===== src/rtl/l2cache_types_pkg.sv =====
// Shared types and address helpers for the L2 cache controller.
// Defaults describe a 32 B line, 8-set, 2-way cache.
package l2cache_types_pkg;

    localparam int S_OFFSET = 5;
    localparam int S_INDEX  = 3;
    localparam int S_TAG    = 32 - S_OFFSET - S_INDEX;

    typedef enum logic [1:0] {
        IDLE,
        CHECK,
        WRITEBACK,
        FILL
    } state_t;

    typedef logic way_t;

    function automatic logic [S_INDEX-1:0] addr_index(input logic [31:0] addr);
        return addr[S_OFFSET +: S_INDEX];
    endfunction

    function automatic logic [S_TAG-1:0] addr_tag(input logic [31:0] addr);
        return addr[31 -: S_TAG];
    endfunction

endpackage


===== src/rtl/l2cache_hit_detect.sv =====
// Two-way tag compare.
// Way0 takes priority if both ways ever match.
module l2cache_hit_detect
    import l2cache_types_pkg::*;
#(
    parameter int s_tag = S_TAG
) (
    input  logic [2*s_tag-1:0] tag_out,
    input  logic [1:0]         valid_out,
    input  logic [s_tag-1:0]   req_tag,
    output logic               hit,
    output way_t               hit_way
);

    logic [1:0] match;

    assign match[0] = valid_out[0] & (tag_out[s_tag-1:0] == req_tag);
    assign match[1] = valid_out[1] & (tag_out[2*s_tag-1:s_tag] == req_tag);
    assign hit      = |match;
    assign hit_way  = ~match[0];

endmodule


===== src/rtl/l2cache_control.sv =====
// L2 cache control FSM: hit, victim writeback and line fill.
// Drives the tag/valid/dirty/LRU arrays and the pmem handshake.
module l2cache_control
    import l2cache_types_pkg::*;
#(
    parameter int s_offset = S_OFFSET,
    parameter int s_index  = S_INDEX
) (
    input  logic                 clk,
    input  logic                 rst,
    input  logic                 mem_read,
    input  logic                 mem_write,
    input  logic [31:0]          mem_address,
    output logic                 mem_resp,
    output logic                 pmem_read,
    output logic                 pmem_write,
    input  logic                 pmem_resp,
    output logic                 pmem_addr_sel,
    input  logic [2*(32-s_offset-s_index)-1:0] tag_out,
    input  logic [1:0]           valid_out,
    input  logic [1:0]           dirty_out,
    input  logic                 lru_out,
    output logic                 array_read,
    output logic [s_index-1:0]   rindex,
    output logic [s_index-1:0]   windex,
    output logic [1:0]           tag_load,
    output logic [1:0]           valid_load,
    output logic [1:0]           dirty_load,
    output logic                 dirty_in,
    output logic                 lru_load,
    output logic                 lru_in,
    output logic [1:0]           data_load,
    output logic                 data_src,
    output logic                 data_way
);

    localparam int s_tag = 32 - s_offset - s_index;

    state_t state, next_state;
    way_t   victim;
    logic   hit;
    way_t   hit_way;
    logic   req;
    logic   unused_offset;

    assign req           = mem_read | mem_write;
    assign unused_offset = ^mem_address[s_offset-1:0];

    l2cache_hit_detect #(.s_tag(s_tag)) u_hit (
        .tag_out   (tag_out),
        .valid_out (valid_out),
        .req_tag   (mem_address[31:s_offset+s_index]),
        .hit       (hit),
        .hit_way   (hit_way)
    );

    // State register; reset returns to IDLE at once.
    always_ff @(posedge clk or posedge rst) begin
        if (rst) state <= IDLE;
        else     state <= next_state;
    end

    // Victim way is captured from LRU on the miss cycle.
    always_ff @(posedge clk or posedge rst) begin
        if (rst)
            victim <= 1'b0;
        else if (state == CHECK && req && !hit)
            victim <= lru_out;
    end

    // Next state and all outputs; everything stays 0 while reset is held.
    always_comb begin
        next_state    = state;
        mem_resp      = 1'b0;
        pmem_read     = 1'b0;
        pmem_write    = 1'b0;
        pmem_addr_sel = 1'b0;
        array_read    = 1'b0;
        rindex        = '0;
        windex        = '0;
        tag_load      = 2'b00;
        valid_load    = 2'b00;
        dirty_load    = 2'b00;
        dirty_in      = 1'b0;
        lru_load      = 1'b0;
        lru_in        = 1'b0;
        data_load     = 2'b00;
        data_src      = 1'b0;
        data_way      = 1'b0;
        if (!rst) begin
            rindex = mem_address[s_offset +: s_index];
            windex = mem_address[s_offset +: s_index];
            unique case (state)
                IDLE: begin
                    array_read = 1'b1;
                    if (req) next_state = CHECK;
                end
                CHECK: begin
                    array_read = 1'b1;
                    if (!req) begin
                        next_state = IDLE;
                    end else if (hit) begin
                        mem_resp   = 1'b1;
                        data_way   = hit_way;
                        lru_load   = 1'b1;
                        lru_in     = ~hit_way;
                        next_state = IDLE;
                        if (mem_write) begin
                            dirty_load[hit_way] = 1'b1;
                            dirty_in            = 1'b1;
                            data_load[hit_way]  = 1'b1;
                        end
                    end else if (valid_out[lru_out] & dirty_out[lru_out]) begin
                        next_state = WRITEBACK;
                    end else begin
                        next_state = FILL;
                    end
                end
                WRITEBACK: begin
                    pmem_write    = 1'b1;
                    pmem_addr_sel = 1'b1;
                    data_way      = victim;
                    if (pmem_resp) next_state = FILL;
                end
                FILL: begin
                    pmem_read = 1'b1;
                    data_way  = victim;
                    if (pmem_resp) begin
                        tag_load[victim]   = 1'b1;
                        valid_load[victim] = 1'b1;
                        dirty_load[victim] = 1'b1;
                        data_load[victim]  = 1'b1;
                        data_src           = 1'b1;
                        next_state         = CHECK;
                    end
                end
                default: next_state = IDLE;
            endcase
        end
    end

endmodule


===== config.mk =====
export PLATFORM = sky130hd
export DESIGN_NAME = l2cache_control
export DESIGN_NICKNAME = d
export VERILOG_FILES = /design/src/rtl/l2cache_types_pkg.sv /design/src/rtl/l2cache_hit_detect.sv /design/src/rtl/l2cache_control.sv
export SDC_FILE = /design/constraint.sdc
export NUM_CORES = 1
export LEC_CHECK = 0
export CAP_MARGIN = 20
export CORE_UTILIZATION = 27
export DETAILED_ROUTE_END_ITERATION = 8
export PLACE_DENSITY = 0.81
export SETUP_SLACK_MARGIN = 0.2
export SLEW_MARGIN = 40
export SYNTH_ARGS = -nofsm -noshare
export SYNTH_HDL_FRONTEND = slang
export SYNTH_SLANG_ARGS = --single-unit

===== constraint.sdc =====
create_clock -name clk -period 1.9 [get_ports clk]
set_input_delay 0.285 -clock clk [delete_from_list [all_inputs] [get_ports clk]]
set_output_delay 0.285 -clock clk [all_outputs]
set_load 0.05 [all_outputs]

# After elaboration in Yosys (flattened, before gate mapping)
# Cells that the tools add are included.
[totals]
register_bits = 3
input_bits = 90
wordCells = 81
[classes]
n_lt_le_gt_ge = 5
eq_ne = 8
muxes = 50
bitwise = 6
n_reduce_logical = 10
[op_table]
columns = ["op", "count"]
rows = [
  ["$eq 24x24->1", 2],
  ["$mux 1", 32],
  ["$mux 2", 12],
  ["$pmux 2 s4", 1],
  ["$lt 1x2->1 const B", 3],
  ["$ne 2x2->1 const B", 3],
  ["$reduce_or 2->1", 3],
  ["$eq 2x2->1 const B", 2],
  ["$logic_and 1x1->1", 4],
  ["$pmux 2 s2", 1],
  ["$reduce_and 4->1", 1],
  ["$and 1x1->1", 3],
  ["$mux 3", 1],
  ["$demux 1 s1", 2],
  ["$eq 2x1->1 const B", 1],
  ["$ge 1x1->1 const B", 2],
  ["$logic_not 2->1", 1],
  ["$not 1->1", 2],
  ["$pmux 1 s2", 1],
  ["$logic_not 1->1", 1],
  ["$or 1x1->1", 1],
]

# Logic depth before layout (Yosys ltp)
[depth]
depth_word = 12
mapped_depth = 7
ltp_nobuf = 7

# By module
# A second synthesis with hierarchy kept.
[unflattened]
hier_cells = 129
hier_area_um2 = 1017.2
[modules_own_cells]
columns = ["mod", "instances", "cells_per_inst", "area_per_inst_um2", "seq_area_each_um2"]
rows = [
  ["l2cache_hit_detect", 1, 66, 541.8, 0.0],
  ["l2cache_control", 1, 63, 475.5, 75.1],
]

# Worst setup path before layout
# OpenSTA, ideal clock, no wires.
[synth_path]
kind = "reg2out"
from = "register state[0]"
to = "output port valid_load[0]"
arrival_ps = 3031
slack_ps = -1416
path_stages_with_launch = 6
path_cell_list = "dfrtp_1 > ha_1 > nor2b_1 > and2_1 > nor2b_1 > buf_4"
[synth_between]
elab_chain_cells = 3
[synth_lines]
columns = ["item", "line", "text"]
rows = [
  ["start: declaration", "l2cache_control.sv:39", "state_t state, next_state;"],
  ["start signal: assignment", "l2cache_control.sv:60", "else state <= next_state;"],
  ["$eq 2x2->1", "--", ""],
  ["$mux 2 (2 in a row)", "--", ""],
  ["end: declaration", "l2cache_control.sv:27", "output logic [1:0] valid_load,"],
]
# No other way between the ends.

# Final worst setup path
[layout_path]
from = "input port tag_out[32]"
to = "output port dirty_load[1]"
[layout_between]
elab_chain_cells = 7
[layout_lines]
columns = ["item", "line", "text"]
rows = [
  ["start: declaration", "l2cache_control.sv:19", "input logic [2*(32-s_offset-s_index)-1:0] tag_out,"],
  ["$eq 24x24->1", "l2cache_hit_detect.sv:18", "assign match[1] = valid_out[1] & (tag_out[2*s_tag-1:s_tag] == req_tag);"],
  ["$and 1x1->1", "l2cache_hit_detect.sv:18", ""],
  ["$reduce_or 2->1", "l2cache_hit_detect.sv:19", "assign hit = |match;"],
  ["$mux 2", "l2cache_control.sv:102", "end else if (hit) begin"],
  ["$mux 2", "l2cache_control.sv:100", "if (!req) begin"],
  ["$pmux 2 s2", "l2cache_control.sv:93", "unique case (state)"],
  ["$mux 2", "l2cache_control.sv:90", "if (!rst) begin"],
  ["end: declaration", "l2cache_control.sv:28", "output logic [1:0] dirty_load,"],
]
# No other way between the ends.

==> flow_summary.json <==
{
  "postSynthAreaPerCell_um2": 7.716,
  "post-route-util_pct": 81.10,
  "violations": "setup timing",
  "ys_seq_elements": 3,
  "initial_core_util_pct": 28.68,
  "drt_iter0_drc": 21,
  "final_area_mm2": 0.002749,
  "fin_crit_ns": 2.161,
  "dr.pass1.iters": 4,
  "powerDensity_mw_per_mm2": 538.2,
  "drv_slew": 0,
  "netlist_top_cells_area": "xnor2_1, xor2_1, dfrtp_1, buf_4, ha_1",
  "wl_per_cell_um": 14.08,
  "numCtsBuffers": 3,
  "synth_common_cells": "xnor2_1, xor2_1, buf_4",
  "r2r_cells": 6,
  "final_cells": 307,
  "syn_inst": 126,
  "grt_pass1_wl_mm": 6.417,
  "hold_ws_ns": 0.4024,
  "cts_root_buffer": "clkbuf_4",
  "grt_max_degree": 12,
  "tightestPinTransition_ns": 0.4331,
  "hold_viol": 0,
  "yosysWarnings": 0,
  "place_hpwl_mm": 3.414,
  "critPathKind": "input port to output port",
  "overflow": 0,
  "antenna_found_initial": 0,
  "cp_max_fo": 3,
  "cp-end-kind": "output port",
  "slew-limit-headroom_pct": 71.07,
  "synth-edff-count": 0,
  "synth_top_flop_cell": "dfrtp_1",
  "cts.sinks": 3,
  "die_y_um": 62.01,
  "dpl_cell_area_mm2": 0.002552,
  "port-buffer-count": 108,
  "ant_nets": 0,
  "ctsLongestPathBuffers": 2,
  "cts.clk_slew.worst_paths_ns": 0.04,
  "boundaryPins": 114,
  "gp_congestion": 0.7801,
  "core-area_mm2": 0.003390,
  "htree_levels": 1,
  "synthesis.nets": 220,
  "fin_crit_sh_pct": 113.8,
  "track_usage_pct": 22.76,
  "row_count": 21,
  "drive_gt1_share_pct": 52.11,
  "drc_errors": 0,
  "fp.dieW_um": 62.01,
  "drv_cap": 0,
  "reg2reg_to": "victim",
  "yosysUniqueCellTypes": 29,
  "grt_pass1_vias": 1571,
  "dieArea_mm2": 0.003845,
  "synthArstFlopShare_pct": 100.0,
  "setup_viol": 11,
  "fin_worst_skew_ns": 0.003705,
  "synth.yosys.seq_area_share_pct": 7.722,
  "worst_slack_ns": -0.2614,
  "setup_tns_ns": -2.097,
  "rsz0062_at_grt": "yes",
  "p_leak_nw": 1.216,
  "area_delta_synth_final_pct": 182.8,
  "synth_top_area_cell": "xnor2_1",
  "netlist_area_um2": 972.2,
  "synth_most_common_cell": "xnor2_1",
  "clock_latency_ns": 0.24,
  "power_mw": 1.479,
  "fin_nets": 356,
  "vias_per_cell": 4.678,
  "ir_drop_mv": 0.3316,
  "routed_wl_mm": 4.322,
  "vias": 1436,
  "start_kind": "input port",
  "max_freq_mhz": 462.7,
  "r2r_setup_slack_ns": 0.10,
  "outcome": "finished, violations left",
  "synth_top_area_share_pct": 23.42,
  "post-place-cells": 294,
  "worst_hold_path_type": "input port to async pin",
  "r2r-start": "state[0]",
  "cts_tree": "done",
  "ctsHoldBuffers": 0,
  "worstPathArrival_ns": 1.88,
  "crit_required_ns": 1.62,
  "diodes": 0,
  "post-place-ws_ns": -0.8152
}
## cell type report
type                       instances  area [um^2]
fill                             198        640.6
clock buffer                       4        26.28
tap                               46        57.56
sequential                         3        77.57
timing repair buffer             141         1480
inverter                           4        21.27
multi-input combinational        109         1086
## how the worst max path moves through the flow
| stage | start | slack (ns) | end |
|---|---|---|---|
| after floorplan | mem_address[19] | -0.34 | dirty_load[1] |
| after detailed placement | mem_address[26] | -0.82 | dirty_load[1] |
| after global routing | mem_address[8] | -0.38 | dirty_in |
| after CTS | mem_address[8] | -0.22 | mem_resp |
| after global placement | mem_address[26] | -0.81 | dirty_load[1] |
| final | tag_out[32] | -0.26 | dirty_load[1] |
## state kept, by name (all words and copies together), names as in the netlist
| name | count |
|---|---|
| victim | 1 |
| state | 2 |
## worst max-delay path, stage by stage
cell           delay (ns)
dlygate4sd2_1        0.25
xor2_1               0.15
nor4_1               0.30
nand4_1              0.22
nand2b_4             0.21
o31ai_4              0.28
buf_12               0.18
## report_power, final
| part | switching, mW | internal (mW) |
|---|---|---|
| Sequential | 0.0351 | 0.0972 |
| Clock | 0.0394 | 0.0791 |
| Combinational | 0.576 | 0.653 |
| Total | 0.650 | 0.829 |
## layout by cell type, fill, tap and decap left out, types with 4 or more instances in the layout
cell	instances
buf_12	25
buf_2	24
buf_4	22
buf_6	14
clkdlybuf4s15_1	13
clkdlybuf4s15_2	4
clkdlybuf4s50_1	9
dlygate4sd2_1	27
nand2_1	6
nand4_1	8
nor2_1	5
xnor2_1	17
xnor2_2	9
xor2_1	20
## kinds of logic after synthesis
kind of cell,share of synthesized area [%]
AOI/OAI and AO/OA,6.049
xor gates and xnor gates,43.24
buffers and inverters,8.879
adders and majority gates,5.148
DFF,7.722
muxes,1.158
and+or+nand+nor,27.80
## metal layers
layer | wire (um) | track usage [%]
met4 | 103 | 9.206
met2 | 2568 | 47.42
met3 | 294 | 3.106
met1 | 1356 | 21.68
met5 | 0 | 0
## repair_timing
item / 4_1_cts / 5_1_grt
endpoints found under the setup margin: 24 / 20
pin swaps: 59 / 6
gates cloned: 0 / 0
setup buffers: 6 / 3
resized for setup: 226 / 17
Power figures use the tool's default switching activity.
